$ cat src/rtl/ddr2_cmd_arbiter_if.sv
// AXI AW/AR request channels and the command channel toward the bank FSM.
// master = request/consumer side (AXI master + bank FSM), slave = the arbiter.
interface ddr2_cmd_arbiter_if #(
    parameter int ADDR_WIDTH = 32
);
    logic [ADDR_WIDTH-1:0] axi_awaddr;
    logic [7:0]            axi_awlen;
    logic                  axi_awvalid;
    logic                  axi_awready;
    logic [ADDR_WIDTH-1:0] axi_araddr;
    logic [7:0]            axi_arlen;
    logic                  axi_arvalid;
    logic                  axi_arready;
    logic                  cmd_valid;
    logic                  cmd_ready;
    logic                  cmd_write;
    logic [ADDR_WIDTH-1:0] cmd_addr;
    logic [7:0]            cmd_len;

    modport master (
        output axi_awaddr, axi_awlen, axi_awvalid,
        input  axi_awready,
        output axi_araddr, axi_arlen, axi_arvalid,
        input  axi_arready,
        input  cmd_valid, cmd_write, cmd_addr, cmd_len,
        output cmd_ready
    );

    modport slave (
        input  axi_awaddr, axi_awlen, axi_awvalid,
        output axi_awready,
        input  axi_araddr, axi_arlen, axi_arvalid,
        output axi_arready,
        output cmd_valid, cmd_write, cmd_addr, cmd_len,
        input  cmd_ready
    );
endinterface

$ cat src/rtl/ddr2_cmd_arbiter.sv
// Round-robin AW/AR arbiter feeding a small command FIFO; command issue is
// held off while any refresh is owed to the refresh controller.
module ddr2_cmd_arbiter #(
    parameter int ADDR_WIDTH   = 32,
    parameter int DEPTH        = 4,
    parameter int MAX_REF_DEBT = 8
) (
    input  logic                     clk,
    input  logic                     rst_n,
    ddr2_cmd_arbiter_if.slave        bus,
    input  logic                     refresh_req,
    input  logic                     refresh_ack,
    output logic                     refresh_pending,
    output logic [$clog2(DEPTH):0]   fifo_count
);
    localparam int PW = $clog2(DEPTH);
    localparam int CW = PW + 1;
    localparam int RW = $clog2(MAX_REF_DEBT) + 1;
    localparam int EW = 1 + 8 + ADDR_WIDTH;

    // Handshake rule shared by every channel here: a transfer happens on a
    // rising edge where valid and ready are both high; nothing else moves data.

    logic [EW-1:0] mem_q [DEPTH];
    logic [PW-1:0] wr_ptr_q, wr_ptr_d;
    logic [PW-1:0] rd_ptr_q, rd_ptr_d;
    logic [CW-1:0] count_q, count_d;
    logic          last_grant_q, last_grant_d;
    logic [RW-1:0] ref_cnt_q, ref_cnt_d;

    logic          full, empty;
    logic          grant_write, grant_read;
    logic          push_w, push_r, push, pop;
    logic [EW-1:0] push_entry, head;

    assign full  = (count_q == CW'(DEPTH));
    assign empty = (count_q == '0);

    // last_grant = 1 means write won last, so a tie now goes to read.
    assign grant_write = bus.axi_awvalid && (!bus.axi_arvalid || !last_grant_q);
    assign grant_read  = bus.axi_arvalid && (!bus.axi_awvalid ||  last_grant_q);

    assign bus.axi_awready = grant_write && !full;
    assign bus.axi_arready = grant_read  && !full;

    assign push_w = bus.axi_awvalid && bus.axi_awready;
    assign push_r = bus.axi_arvalid && bus.axi_arready;
    assign push   = push_w || push_r;
    assign push_entry = push_w ? {1'b1, bus.axi_awlen, bus.axi_awaddr}
                               : {1'b0, bus.axi_arlen, bus.axi_araddr};

    assign refresh_pending = (ref_cnt_q != '0);
    assign head            = mem_q[rd_ptr_q];
    assign bus.cmd_valid   = !empty && !refresh_pending;
    assign bus.cmd_write   = head[EW-1];
    assign bus.cmd_len     = head[EW-2 -: 8];
    assign bus.cmd_addr    = head[ADDR_WIDTH-1:0];
    assign pop             = bus.cmd_valid && bus.cmd_ready;
    assign fifo_count      = count_q;

    always_comb begin
        wr_ptr_d     = wr_ptr_q;
        rd_ptr_d     = rd_ptr_q;
        count_d      = count_q;
        last_grant_d = last_grant_q;
        ref_cnt_d    = ref_cnt_q;

        if (push) begin
            wr_ptr_d     = wr_ptr_q + 1'b1;
            last_grant_d = push_w;
        end
        if (pop) begin
            rd_ptr_d = rd_ptr_q + 1'b1;
        end
        if (push && !pop) begin
            count_d = count_q + 1'b1;
        end else if (pop && !push) begin
            count_d = count_q - 1'b1;
        end

        if (refresh_req && !refresh_ack && ref_cnt_q != RW'(MAX_REF_DEBT)) begin
            ref_cnt_d = ref_cnt_q + 1'b1;
        end else if (refresh_ack && !refresh_req && ref_cnt_q != '0) begin
            ref_cnt_d = ref_cnt_q - 1'b1;
        end
    end

    always_ff @(posedge clk or negedge rst_n) begin
        if (!rst_n) begin
            wr_ptr_q     <= '0;
            rd_ptr_q     <= '0;
            count_q      <= '0;
            last_grant_q <= 1'b0;
            ref_cnt_q    <= '0;
        end else begin
            wr_ptr_q     <= wr_ptr_d;
            rd_ptr_q     <= rd_ptr_d;
            count_q      <= count_d;
            last_grant_q <= last_grant_d;
            ref_cnt_q    <= ref_cnt_d;
        end
    end

    // Storage carries no reset; stale entries are never visible because
    // cmd_valid depends on the cleared count.
    always_ff @(posedge clk) begin
        if (push) begin
            mem_q[wr_ptr_q] <= push_entry;
        end
    end
endmodule

$ cat src/flat_wrapper.sv
// flat-port wrapper written by rule: the top's interface ports become plain ports
module ddr2_cmd_arbiter_flat 
#(
    parameter int ADDR_WIDTH   = 32,
    parameter int DEPTH        = 4,
    parameter int MAX_REF_DEBT = 8
)
  (clk, rst_n, refresh_req, refresh_ack, refresh_pending, fifo_count, bus_axi_awaddr, bus_axi_awlen, bus_axi_awvalid, bus_axi_awready, bus_axi_araddr, bus_axi_arlen, bus_axi_arvalid, bus_axi_arready, bus_cmd_valid, bus_cmd_write, bus_cmd_addr, bus_cmd_len, bus_cmd_ready);
  ddr2_cmd_arbiter_if #(.ADDR_WIDTH(ADDR_WIDTH)) bus_i ();
  input  logic clk;
  input  logic rst_n;
  input  logic refresh_req;
  input  logic refresh_ack;
  output logic refresh_pending;
  output logic [$clog2(DEPTH):0] fifo_count;
  input wire logic [$bits(bus_i.axi_awaddr)-1:0] bus_axi_awaddr;
  input wire logic [$bits(bus_i.axi_awlen)-1:0] bus_axi_awlen;
  input wire logic [$bits(bus_i.axi_awvalid)-1:0] bus_axi_awvalid;
  output wire logic [$bits(bus_i.axi_awready)-1:0] bus_axi_awready;
  input wire logic [$bits(bus_i.axi_araddr)-1:0] bus_axi_araddr;
  input wire logic [$bits(bus_i.axi_arlen)-1:0] bus_axi_arlen;
  input wire logic [$bits(bus_i.axi_arvalid)-1:0] bus_axi_arvalid;
  output wire logic [$bits(bus_i.axi_arready)-1:0] bus_axi_arready;
  output wire logic [$bits(bus_i.cmd_valid)-1:0] bus_cmd_valid;
  output wire logic [$bits(bus_i.cmd_write)-1:0] bus_cmd_write;
  output wire logic [$bits(bus_i.cmd_addr)-1:0] bus_cmd_addr;
  output wire logic [$bits(bus_i.cmd_len)-1:0] bus_cmd_len;
  input wire logic [$bits(bus_i.cmd_ready)-1:0] bus_cmd_ready;
  assign bus_i.axi_awaddr = bus_axi_awaddr;
  assign bus_i.axi_awlen = bus_axi_awlen;
  assign bus_i.axi_awvalid = bus_axi_awvalid;
  assign bus_axi_awready = bus_i.axi_awready;
  assign bus_i.axi_araddr = bus_axi_araddr;
  assign bus_i.axi_arlen = bus_axi_arlen;
  assign bus_i.axi_arvalid = bus_axi_arvalid;
  assign bus_axi_arready = bus_i.axi_arready;
  assign bus_cmd_valid = bus_i.cmd_valid;
  assign bus_cmd_write = bus_i.cmd_write;
  assign bus_cmd_addr = bus_i.cmd_addr;
  assign bus_cmd_len = bus_i.cmd_len;
  assign bus_i.cmd_ready = bus_cmd_ready;
  ddr2_cmd_arbiter #(.ADDR_WIDTH(ADDR_WIDTH), .DEPTH(DEPTH), .MAX_REF_DEBT(MAX_REF_DEBT)) u_core (.clk(clk), .rst_n(rst_n), .bus(bus_i), .refresh_req(refresh_req), .refresh_ack(refresh_ack), .refresh_pending(refresh_pending), .fifo_count(fifo_count));
endmodule
$ cat config.mk
export PLATFORM = sky130hd
export DESIGN_NAME = ddr2_cmd_arbiter_flat
export DESIGN_NICKNAME = d
export VERILOG_FILES = /design/src/rtl/ddr2_cmd_arbiter_if.sv /design/src/rtl/ddr2_cmd_arbiter.sv /design/src/flat_wrapper.sv
export SDC_FILE = /design/constraint.sdc
export NUM_CORES = 1
export LEC_CHECK = 0
export ABC_CLOCK_PERIOD_IN_PS = 2200
export BUFFER_PORTS_ARGS = -buffer_cell sky130_fd_sc_hd__buf_2
export CAP_MARGIN = 25
export CORE_MARGIN = 2
export CORE_UTILIZATION = 38
export DETAILED_ROUTE_END_ITERATION = 7
export MAX_ROUTING_LAYER = met4
export PLACE_DENSITY = 0.67
export SETUP_SLACK_MARGIN = 0.5
export SLEW_MARGIN = 20
export SYNTH_ARGS = -nofsm -noshare
export SYNTH_HDL_FRONTEND = slang
export SYNTH_SLANG_ARGS = --single-unit
$ cat constraint.sdc
create_clock -name clk -period 2.2 [get_ports clk]
set_input_delay 0.33 -clock clk [delete_from_list [all_inputs] [get_ports clk]]
set_output_delay 0.33 -clock clk [all_outputs]
set_load 0.1 [all_outputs]
* Word-level counts from Yosys, hierarchy flattened
Memory sizes are Yosys's and may differ from the RTL's.
Cells that the tools add are included.
** Storage, ports and cells
- Register bits :: 12
- Memory bits (writable) :: 164
- Input port bits :: 87
- Output and inout bits :: 48
- Logic and storage cells :: 52
- Memories :: 1
** Memories
- u_core.mem_q :: words 4, width 41, read ports 1, clocked after Yosys merged registers in 0, write ports 1, RTL line ddr2_cmd_arbiter.sv:24 : logic [EW-1:0] mem_q [DEPTH];
** Cells by class
- $add $sub $neg :: 6
- Equal/unequal tests :: 2
- Mux-type cells :: 7
- Reductions and logical operators :: 31
** Operator list (count)
- $mux W41 :: 1
- $logic_and A1 B1 Y1 :: 14
- $logic_not A1 Y1 :: 10
- $mux W4 :: 2
- $mux W3 :: 2
- $add A2 B1 Y2 const B :: 2
- $add A4 B1 Y4 const B :: 1
- $ne A4 B4 Y1 const B :: 1
- $reduce_bool A2 Y1 :: 2
- $reduce_bool A4 Y1 :: 1
- $sub A4 B1 Y4 const B :: 1
- $add A3 B1 Y3 const B :: 1
- $eq A3 B3 Y1 const B :: 1
- $logic_not A3 Y1 :: 1
- $logic_or A1 B1 Y1 :: 3
- $sub A3 B1 Y3 const B :: 1
- $mux W1 :: 2

* Longest topological paths before layout
Gate-level depths: netlist (run 1).
- Depth in word-level cells :: 10
- Gate-level depth with buffers :: 9
- Mapped depth without buffers :: 9

* Least setup slack after synthesis (run 1)
No wires, ideal clock.
- Path type :: register -> register
- Start point :: reg u_core.count_q[0] (netlist: u_core.fifo_count[0])
- End point :: reg u_core.count_q[1] (netlist: u_core.fifo_count[1])
- Setup time :: 0.126 ns
- Data arrival time :: 3.124 ns
- Data required time :: 2.074 ns
- Setup slack :: -1.050 ns
- Cell stages (with the launch flop) :: 7
- Buffers on the path :: 0
- Period minus slack after synthesis :: 3.250 ns
- Path through :: dfrtp_1 -> o31a_1 -> nand2_1 -> ha_1 -> inv_1 -> fa_1 -> mux2_2
** Between the ends
- Elaborated cells between the ends (all ways) :: 20
- Classes of those cells :: 2 x add/sub; 1 x eq/ne; 2 x mux; 15 x reduce/logical
** RTL lines
- start: declaration :: RTL line ddr2_cmd_arbiter.sv:27 : logic [CW-1:0] count_q, count_d;
- start signal: assignment :: RTL line ddr2_cmd_arbiter.sv:98 : count_q <= count_d;
- $logic_not A3 Y1 :: RTL line ddr2_cmd_arbiter.sv:37 : assign empty = (count_q == '0);
- $logic_not A1 Y1 :: RTL line ddr2_cmd_arbiter.sv:54 : assign bus.cmd_valid = !empty && !refresh_pending;
- $logic_and A1 B1 Y1 :: RTL line ddr2_cmd_arbiter.sv:54
- net bus_cmd_valid :: RTL line flat_wrapper.sv:24 : output wire logic [$bits(bus_i.cmd_valid)-1:0] bus_cmd_valid;
- $logic_and A1 B1 Y1 :: RTL line ddr2_cmd_arbiter.sv:58 : assign pop = bus.cmd_valid && bus.cmd_ready;
- $logic_not A1 Y1 :: RTL line ddr2_cmd_arbiter.sv:75 : if (push && !pop) begin
- $logic_and A1 B1 Y1 :: RTL line ddr2_cmd_arbiter.sv:75
- $mux W3 :: RTL line ddr2_cmd_arbiter.sv:75
- net u_core.count_d[1] :: RTL line ddr2_cmd_arbiter.sv:27
The timed path passes the listed nets, and every way through them passes these cells. The select of a mux whose other input is x is not followed.
A chain may end at the register's enable or synchronous reset.

* Worst setup path in the final report (run 1)
- Start point :: reg u_core.rd_ptr_q[0]
- End point :: out bus_cmd_addr[21]
** Between the ends
- Cells in the longest elaborated chain, start to end :: 1
** Ends and longest elaborated chain
- start: declaration :: RTL line ddr2_cmd_arbiter.sv:26 : logic [PW-1:0] rd_ptr_q, rd_ptr_d;
- start signal: assignment :: RTL line ddr2_cmd_arbiter.sv:97 : rd_ptr_q <= rd_ptr_d;
- $mem_v2 Z4 W41
- end: declaration :: RTL line flat_wrapper.sv:26 : output wire logic [$bits(bus_i.cmd_addr)-1:0] bus_cmd_addr;
Every way passes these cells.

==> flow_summary.yaml, run 1 <==
run_status:
  status: "complete, but fails checks"
  violations: "negative setup slack"
worst_hold_path:
  hold_depth: 2
  whs_endpoint: "u_core.ref_cnt_q[3]"
  min_from: "refresh_req"
  hold_path.class: "in2reg"
synth:
  yosys_warnings: 0
  synth_edf_count: 164
  synth_cell_types: 32
  ys_top_cells_by_area: "edfxtp_1, mux4_2, mux2_2"
  synth_flop_cell: "edfxtp_1"
  syn_inst: 333
  async_flop_share_pct: 6.82
  yosysMostFrequentCell: "edfxtp_1"
  synth_nets: 429
  yosysTopAreaCell: "edfxtp_1"
  synth_top_area_share_pct: 68.9
  seq_area_frac_synth_pct: 73.1
  ys_top_cells_by_count: "edfxtp_1, mux2_2, mux4_2"
  syn_area_sq_um: 7150
  synth.avg_cell_area_sq_um: 21.5
  synth-seq-cells: 176
place:
  detailed_place.area_sq_um: 8330
  io_buffers: 134
  gp_congestion: 0.805
  dp_cells: 698
  dpl.hpwl_microns: 8160
drt:
  first_pass_iters: 4
  drc: 0
  via_count: 3948
  wl_microns: 16800
  viasPerCell: 5.05
  wl_per_cell_microns: 21.5
  ant_nets: 0
  drtIter0Drc: 223
critical_path:
  reg2reg_slack_ps: 90
  crit_path_max_incr_delay_ps: 560
  path_cells: "buf_6 -> buf_16 -> mux4_2 -> buf_12"
  worst_setup_path_start_kind: "register"
  crit_fanout: 7
  cp.arrival_ps: 1900
  timing.rr.end: "u_core.fifo_count[1]"
  r2r_cells: 7
  path_class: "reg2out"
  critPathCaptureType: "primary output"
  worstPathRequired_ps: 1870
  r2r-start: "u_core.ref_cnt_q[2]"
  crit_slowest_cell: "mux4_2"
cells_and_area:
  num_antenna_cells: 0
  area.growth.synth_to_final_pct: 44.6
  drive_gt1_share_pct: 63.9
  nNetsFinal: 631
  finalNonFillerCells: 782
  post-route-cell-area_sq_um: 10300
  final_util_pct: 55.7
global_routing:
  antenna_found_initial: 0
  grtUsageMet1_pct: 21.8
  busiest_layer: "met2"
  gr-total-overflow: 0
  grt_use_met3_pct: 4.79
  grt_pass1_vias: 4344
  grt_max_degree: 42
  grtUsageMet2_pct: 28.9
  grt_use_total_pct: 17.5
  grt_pass1_wl_microns: 24700
sta:
  slew_violations: 0
  slew_headroom_pct: 67.5
  worstMarginPinSlew_ps: 491
  tns_ps: -230
  fin_crit_sh_pct: 101
  fmax_ghz: 0.448
  setup_violations: 23
  finalHoldViolations: 0
  fin_worst_skew_ps: 9.43
  min_period_ps: 2230
  rsz0062_at_grt: "yes"
  layout_setup_ws_ps: -32.1
floorplan:
  io_pins: 135
  rows: 50
  die_w_microns: 141
  start_util_pct: 38.5
  die-area_sq_um: 19900
  die_h_microns: 141
  coreArea_sq_um: 18600
clock_network:
  clock-sinks: 176
  clk_pin_slew_ps: 70
  cts_buffer_depth: 2
  htreeDepth: 4
  root_buffer: "clkbuf_16"
  cts_inserted_buffers: 17
  cts_tree: "yes"
  clk_latency_ps: 410
job:
  cap_violations: 0
[metrics by stage]
stage | hold slack, ps | setup slack, ps
after detailed placement | 239 | -186
final | 220 | -32.1
after CTS | 172 | -59.3
after global placement | 226 | 27.9
after global routing | 197 | -107
after floorplan | 34.4 | -52.9
[how the worst max path moves through the flow]
stage                               startpoint                    to  slack [ps]
final                       u_core.rd_ptr_q[0]      bus_cmd_addr[21]         -30
after global routing        u_core.rd_ptr_q[0]       bus_cmd_addr[2]        -110
after CTS                   u_core.rd_ptr_q[0]      bus_cmd_addr[21]         -60
after detailed placement   u_core.ref_cnt_q[1]   u_core.ref_cnt_q[3]        -190
after global placement     u_core.ref_cnt_q[1]   u_core.ref_cnt_q[3]          30
after floorplan           u_core.fifo_count[2]  u_core.fifo_count[2]         -50
[critical path, delay by kind of cell (launching register included)]
family                 cells  cell delay [ps]
multiplexers               1              560
flip-flops                 1              450
buffers and inverters      3              460
[per-layer routing]
layer / part of all wire (%) / up-vias
met3: 4.5 / 10
met1: 42 / 2050
met2: 52 / 107
met4: 0.71 / 0
li1: - / 1781
met5: 0 / -
[cells in the final DEF, fill, tap and decap left out, drive strengths merged]
cell type	n
a2111oi	1
and2	4
fa	2
inv	9
xnor2	4
a31oi	1
clkinvlp	4
o21ai	2
a311oi	1
mux2	44
dfrtp	12
xor2	4
dlygate4sd3	1
o31a	1
ha	7
buf	193
a211o	1
edfxtp	164
clkbuf	20
nor3	1
nor2	3
a21o	1
clkinv	9
a211oi	1
nand2	4
mux2i	1
bufinv	2
nor4	1
o21a	2
mux4	41
nand3	2
a21oi	3
or3	2
[cells by family (layout without fill, tap and decap cells)]
kind of cell	count (synthesis)	after routing	synth area share, %
compound gates	14	14	1.47
xor+xnor	8	8	0.980
fa+ha+maj	9	9	1.78
buf+inv	23	238	1.47
flops	176	176	73.1
mux	86	86	20.0
simple gates	17	17	1.26
[sequential cells by signal, summed over array words and instances, names as in the netlist]
name and flops:
u_core.mem_q 164, u_core.ref_cnt_q 4, u_core.fifo_count 3, u_core.rd_ptr_q 2
u_core.wr_ptr_q 2, u_core.last_grant_q 1
[timing repair]
item,CTS,global route
pin swaps,16,10
endpoints found under the setup margin,232,336
hold buffers,1,0
cloned,8,3
setup buffers,31,9
endpoints found under the hold margin,12,0
gates resized for setup,198,23
[final cells by class]
| cell class | count | area (sq um) |
|---|---|---|
| Timing Repair Buffer | 197 | 2000 |
| Clock inverter | 15 | 144 |
| Fill cell | 1370 | 8240 |
| Inverter | 9 | 42.5 |
| Tap cell | 234 | 293 |
| Sequential cell | 176 | 5250 |
| Clock buffer | 17 | 425 |
| Multi-Input combinational cell | 134 | 2190 |
Power of run 1 is not shown: default switching activity piles up to over one toggle a cycle in this logic, so the estimate is an artifact.
==> run 2: changes to the inputs <==
--- a/config.mk
+++ b/config.mk
@@ -5,7 +5,7 @@
 export SDC_FILE = /design/constraint.sdc
 export NUM_CORES = 1
 export LEC_CHECK = 0
-export ABC_CLOCK_PERIOD_IN_PS = 2200
+export ABC_AREA = 1
 export BUFFER_PORTS_ARGS = -buffer_cell sky130_fd_sc_hd__buf_2
 export CAP_MARGIN = 25
 export CORE_MARGIN = 2
==> flow_summary.yaml, run 2 <==
sta:
  finalHoldViolations: 0
  fin_crit_sh_pct: 99.3
  holdWs_ps: 227
  fmax_ghz: 0.458
  setup_violations: 0
  worstMarginPinSlew_ps: 495
  slew_violations: 0
  min_period_ps: 2180
  slew_headroom_pct: 67.2
  rsz0062_at_grt: "yes"
  fin_worst_skew_ps: 12.8
cells_and_area:
  layout_common_cells: "edfxtp_1, nand2_1, buf_2, buf_12, nor2_1"
  nNetsFinal: 926
  area.growth.synth_to_final_pct: 67.5
  drive_gt1_share_pct: 48.3
  final_common_cell: "edfxtp_1"
  largest-register: "u_core.mem_q"
  num_antenna_cells: 0
  largest_reg_flops: 164
drt:
  first_pass_iters: 5
  wl_per_cell_microns: 20.1
  drc: 0
  via_count: 5569
  drtIter0Drc: 460
  ant_nets: 0
  wl_microns: 22200
  viasPerCell: 5.03
synth:
  yosysMostFrequentCell: "edfxtp_1"
  synth_nets: 720
  ys_top_cells_by_area: "edfxtp_1, nand2_1, nor2_1"
  synth-seq-cells: 176
  yosysTopAreaCell: "edfxtp_1"
  synth.avg_cell_area_sq_um: 11.9
  seq_area_frac_synth_pct: 70.5
  synth_top_area_share_pct: 66.5
  syn_inst: 624
  ys_top_cells_by_count: "edfxtp_1, nand2_1, nor2_1"
  synth_flop_cell: "edfxtp_1"
  syn_area_sq_um: 7410
  synth_edf_count: 164
  synth_cell_types: 24
  async_flop_share_pct: 6.82
  yosys_warnings: 0
critical_path:
  path_class: "reg2out"
  critPathTopFamily: "flip-flops"
  path_cells: "buf_12 -> o21ai_1 -> o22ai_4 -> buf_12"
  worst_setup_path_start_kind: "register"
  r2r_cells: 10
  cp.arrival_ps: 1850
  timing.rr.end: "u_core.fifo_count[1]"
  crit_path_max_incr_delay_ps: 570
  r2r-start: "u_core.fifo_count[0]"
  reg2reg_slack_ps: 330
  critPathCaptureType: "primary output"
  crit_fanout: 30
  crit_slowest_cell: "dfrtp_4"
  worstPathRequired_ps: 1870
  crit_buf_inv: 2
  cpMostUsedCell: "buf_12"
clock_network:
  clk_latency_ps: 440
  root_buffer: "clkbuf_16"
  clk_pin_slew_ps: 60
  cts_tree: "yes"
  clock-sinks: 176
  cts_inserted_buffers: 17
  htreeDepth: 4
  cts_buffer_depth: 2
floorplan:
  die_h_microns: 144
  io_pins: 135
  die-area_sq_um: 20600
  rows: 51
  die_w_microns: 144
  start_util_pct: 38.5
  coreArea_sq_um: 19300
worst_hold_path:
  hold_path.class: "in2reg"
  min_from: "bus_cmd_ready"
  whs_endpoint: "u_core.rd_ptr_q[0]"
  hold_depth: 3
global_routing:
  grt_pass1_vias: 5366
  grt_pass1_wl_microns: 29300
  gr-total-overflow: 0
  grt_max_degree: 45
  antenna_found_initial: 0
  grt_use_total_pct: 19.8
place:
  dpl.hpwl_microns: 11400
  gp_congestion: 0.768
  io_buffers: 134
job:
  cap_violations: 0
run_status:
  status: "completed"
## run 2: final cells by class
type	instances	area (sq um)
tap	265	332
clock buffer	26	554
clock inverter	6	38.8
inverter	18	128
multi-input combinational	394	3190
timing repair inverter	1	8.76
sequential	176	5240
timing repair buffer	222	2920
fill	1380	6860
## run 2: how the worst max path moves through the flow
stage	end	cells after the start	from	slack [ps]
floorplan	u_core.mem_q[0][0]	5	u_core.fifo_count[0]	-6
global placement	u_core.fifo_count[2]	11	bus_axi_arvalid	240
detailed placement	u_core.fifo_count[2]	11	bus_axi_arvalid	240
CTS	bus_cmd_addr[27]	4	u_core.rd_ptr_q[0]	10
global route	bus_cmd_addr[1]	5	u_core.rd_ptr_q[0]	-50
finish	bus_cmd_addr[1]	4	u_core.rd_ptr_q[0]	20
## run 2: timing repair
item | in CTS | in global routing
setup endpoints to repair | 364 | 260
gates resized for setup | 98 | 77
pin swaps | 12 | 20
buffers inserted | 24 | 13
hold buffers | 1 | 0
cloned | 7 | 21
endpoints found under the hold margin | 12 | 0
## run 2: logic make-up after synthesis
group                    synth area share, %
AO/OA/AOI/OAI                           9.93
XOR/XNOR                               0.709
adder cells (fa/ha/maj)                 1.72
buffers and inverters                   4.25
flip-flops                              70.5
AND/OR/NAND/NOR                         12.9
## run 2: metal layers
metal | track usage [%] | up-vias | part of all wire [%]
met2 | 32.4 | 182 | 51
met5 | - | - | 0
met1 | 25.0 | 2734 | 42
met4 | 5.88 | 0 | 1.3
met3 | 4.23 | 21 | 5.7
li1 | - | 2632 | -
## run 2: through the flow
step | area [sq um] | setup WS [ps] | util (%) | TNS [ps] | cells
after floorplan | 8720 | -6.50 | - | -1070 | 624
after CTS | 11600 | 12.3 | 60.0 | 0 | 1074
final | 12400 | 16.0 | 64.4 | 0 | 1108
after global placement | 10300 | 242 | 53.4 | 0 | 1010
after detailed placement | 10300 | 244 | 53.4 | 0 | 1010
after global routing | 12400 | -45.0 | 64.4 | -209 | 1108
## run 2: tightest hold or removal path, stage by stage
cell	delay, ps
buf_2	130
nand4_1	100
nand2_1	60
Power of run 2 is left out for the same reason.
==> run 3: changes to the inputs <==
--- a/config.mk
+++ b/config.mk
@@ -6,13 +6,14 @@
 export NUM_CORES = 1
 export LEC_CHECK = 0
 export ABC_AREA = 1
-export BUFFER_PORTS_ARGS = -buffer_cell sky130_fd_sc_hd__buf_2
 export CAP_MARGIN = 25
 export CORE_MARGIN = 2
 export CORE_UTILIZATION = 38
+export CTS_CLUSTER_DIAMETER = 100
 export DETAILED_ROUTE_END_ITERATION = 7
+export DONT_BUFFER_PORTS = 1
 export MAX_ROUTING_LAYER = met4
-export PLACE_DENSITY = 0.67
+export PLACE_DENSITY = 0.61
 export SETUP_SLACK_MARGIN = 0.5
 export SLEW_MARGIN = 20
 export SYNTH_ARGS = -nofsm -noshare
==> flow_summary.yaml, run 3 (same netlist as run 2, synthesis figures left out) <==
drt:
  drtIter0Drc: 281
  wl_microns: 22600
  via_count: 5398
  first_pass_iters: 5
  viasPerCell: 5.28
  wl_per_cell_microns: 22.1
  ant_nets: 0
  drc: 0
cells_and_area:
  layout_common_cells: "edfxtp_1, nand2_1, buf_12, o21ai_1, o22ai_4"
  final_common_cell: "edfxtp_1"
  post-route-cell-area_sq_um: 12100
  fillers: 1367
  largest_reg_flops: 164
  seq_area_sq_um: 5240
  largest-register: "u_core.mem_q"
  multi_input_area_sq_um: 3430
  nNetsFinal: 839
  drive_gt1_share_pct: 48.9
  area.growth.synth_to_final_pct: 63.9
global_routing:
  grt_pass1_wl_microns: 30800
  grt_max_degree: 45
  grt_use_total_pct: 20.7
  grt_pass1_vias: 5579
  gr-total-overflow: 0
  antenna_found_initial: 1
place:
  gp_congestion: 0.817
  detailed_place.area_sq_um: 9850
  pre_cts_slack_ps: 169
  dpl.hpwl_microns: 11600
  io_buffers: 0
critical_path:
  crit_fanout: 21
  path_cells: "clkbuf_16 -> o21ai_0 -> o22ai_4 -> buf_12"
  crit_buf_inv: 2
  crit_cells: 4
  crit_path_max_incr_delay_ps: 580
  critPathTopFamily: "flip-flops"
  cp.arrival_ps: 1890
  worstPathRequired_ps: 1870
  critPathCaptureType: "primary output"
  path_class: "reg2out"
  worst_setup_path_start_kind: "register"
  crit_slowest_cell: "dfrtp_4"
  r2r_cells: 9
worst_hold_path:
  hold_depth: 2
  hold_path.class: "in2reg"
floorplan:
  die-area_sq_um: 20600
  rows: 51
  start_util_pct: 38.5
  die_w_microns: 144
  die_h_microns: 144
  coreArea_sq_um: 19300
  io_pins: 135
run_status:
  violations: "negative setup slack"
  status: "complete, but fails checks"
sta:
  fmax_ghz: 0.451
  setup_violations: 10
  slew_violations: 0
  holdWs_ps: 60.0
  fin_crit_sh_pct: 101
  layout_setup_ws_ps: -19.0
  finalHoldViolations: 0
  slew_headroom_pct: 56.3
  fin_worst_skew_ps: 8.25
  min_period_ps: 2220
  rsz0062_at_grt: "yes"
  worstMarginPinSlew_ps: 654
job:
  cap_violations: 0
clock_network:
  htreeDepth: 4
  clock-sinks: 176
  clk_latency_ps: 420
  root_buffer: "clkbuf_16"
  cts_buffer_depth: 2
  cts_inserted_buffers: 17
  clk_pin_slew_ps: 60
  cts_tree: "yes"
==> run 3: routing by layer <==
| metal | global-route usage (%) | vias up | share of wire, % |
|---|---|---|---|
| met4 | 5.62 | 0 | 1.2 |
| met5 | - | - | 0 |
| met3 | 5.00 | 30 | 4.7 |
| li1 | - | 2465 | - |
| met2 | 34.8 | 160 | 52 |
| met1 | 25.3 | 2743 | 43 |
==> run 3: timing repair <==
action                                 4_1_cts  5_1_grt
hold buffers                                 1        0
setup endpoints to repair                  295      311
gates cloned                                 6       18
pin swaps                                   15       29
endpoints found under the hold margin       12        0
gates resized for setup                     65      167
buffers inserted                            18       23
==> run 3: path summary, 6_finish.rpt <==
check | slack (ps) | start | endpoint
max in group asynchronous | 1340 | rst_n | u_core.fifo_count[0]
min in group asynchronous | 370 | rst_n | u_core.wr_ptr_q[0]
hold reg to reg | 560 | u_core.wr_ptr_q[0] | u_core.wr_ptr_q[0]
hold / removal | 60 | bus_cmd_ready | u_core.rd_ptr_q[0]
setup reg to reg | 320 | u_core.fifo_count[1] | u_core.mem_q[2][9]
setup / recovery | -20 | u_core.rd_ptr_q[0] | bus_cmd_addr[31]
==> run 3: cell type report <==
| cell class | count | area share, % |
|---|---|---|
| Tap cell | 265 | 2.73 |
| Sequential cell | 176 | 43.2 |
| Antenna cell | 1 | 0.0206 |
| Timing Repair Buffer | 136 | 19.4 |
| Inverter | 18 | 1.18 |
| Clock inverter | 15 | 1.78 |
| Multi-Input combinational cell | 394 | 28.2 |
| Clock buffer | 17 | 3.50 |
==> run 3: stage by stage <==
stage | util (%) | std cells | TNS (ps)
6_report | 63.0 | 1022 | -96.1
2_1_floorplan | - | 624 | -1070
3_3_place_gp | 51.1 | 923 | 0
4_1_cts | 57.5 | 980 | -134
5_1_grt | 63.0 | 1022 | -1200
3_5_place_dp | 51.1 | 923 | 0
Power of run 3 is left out for the same reason.
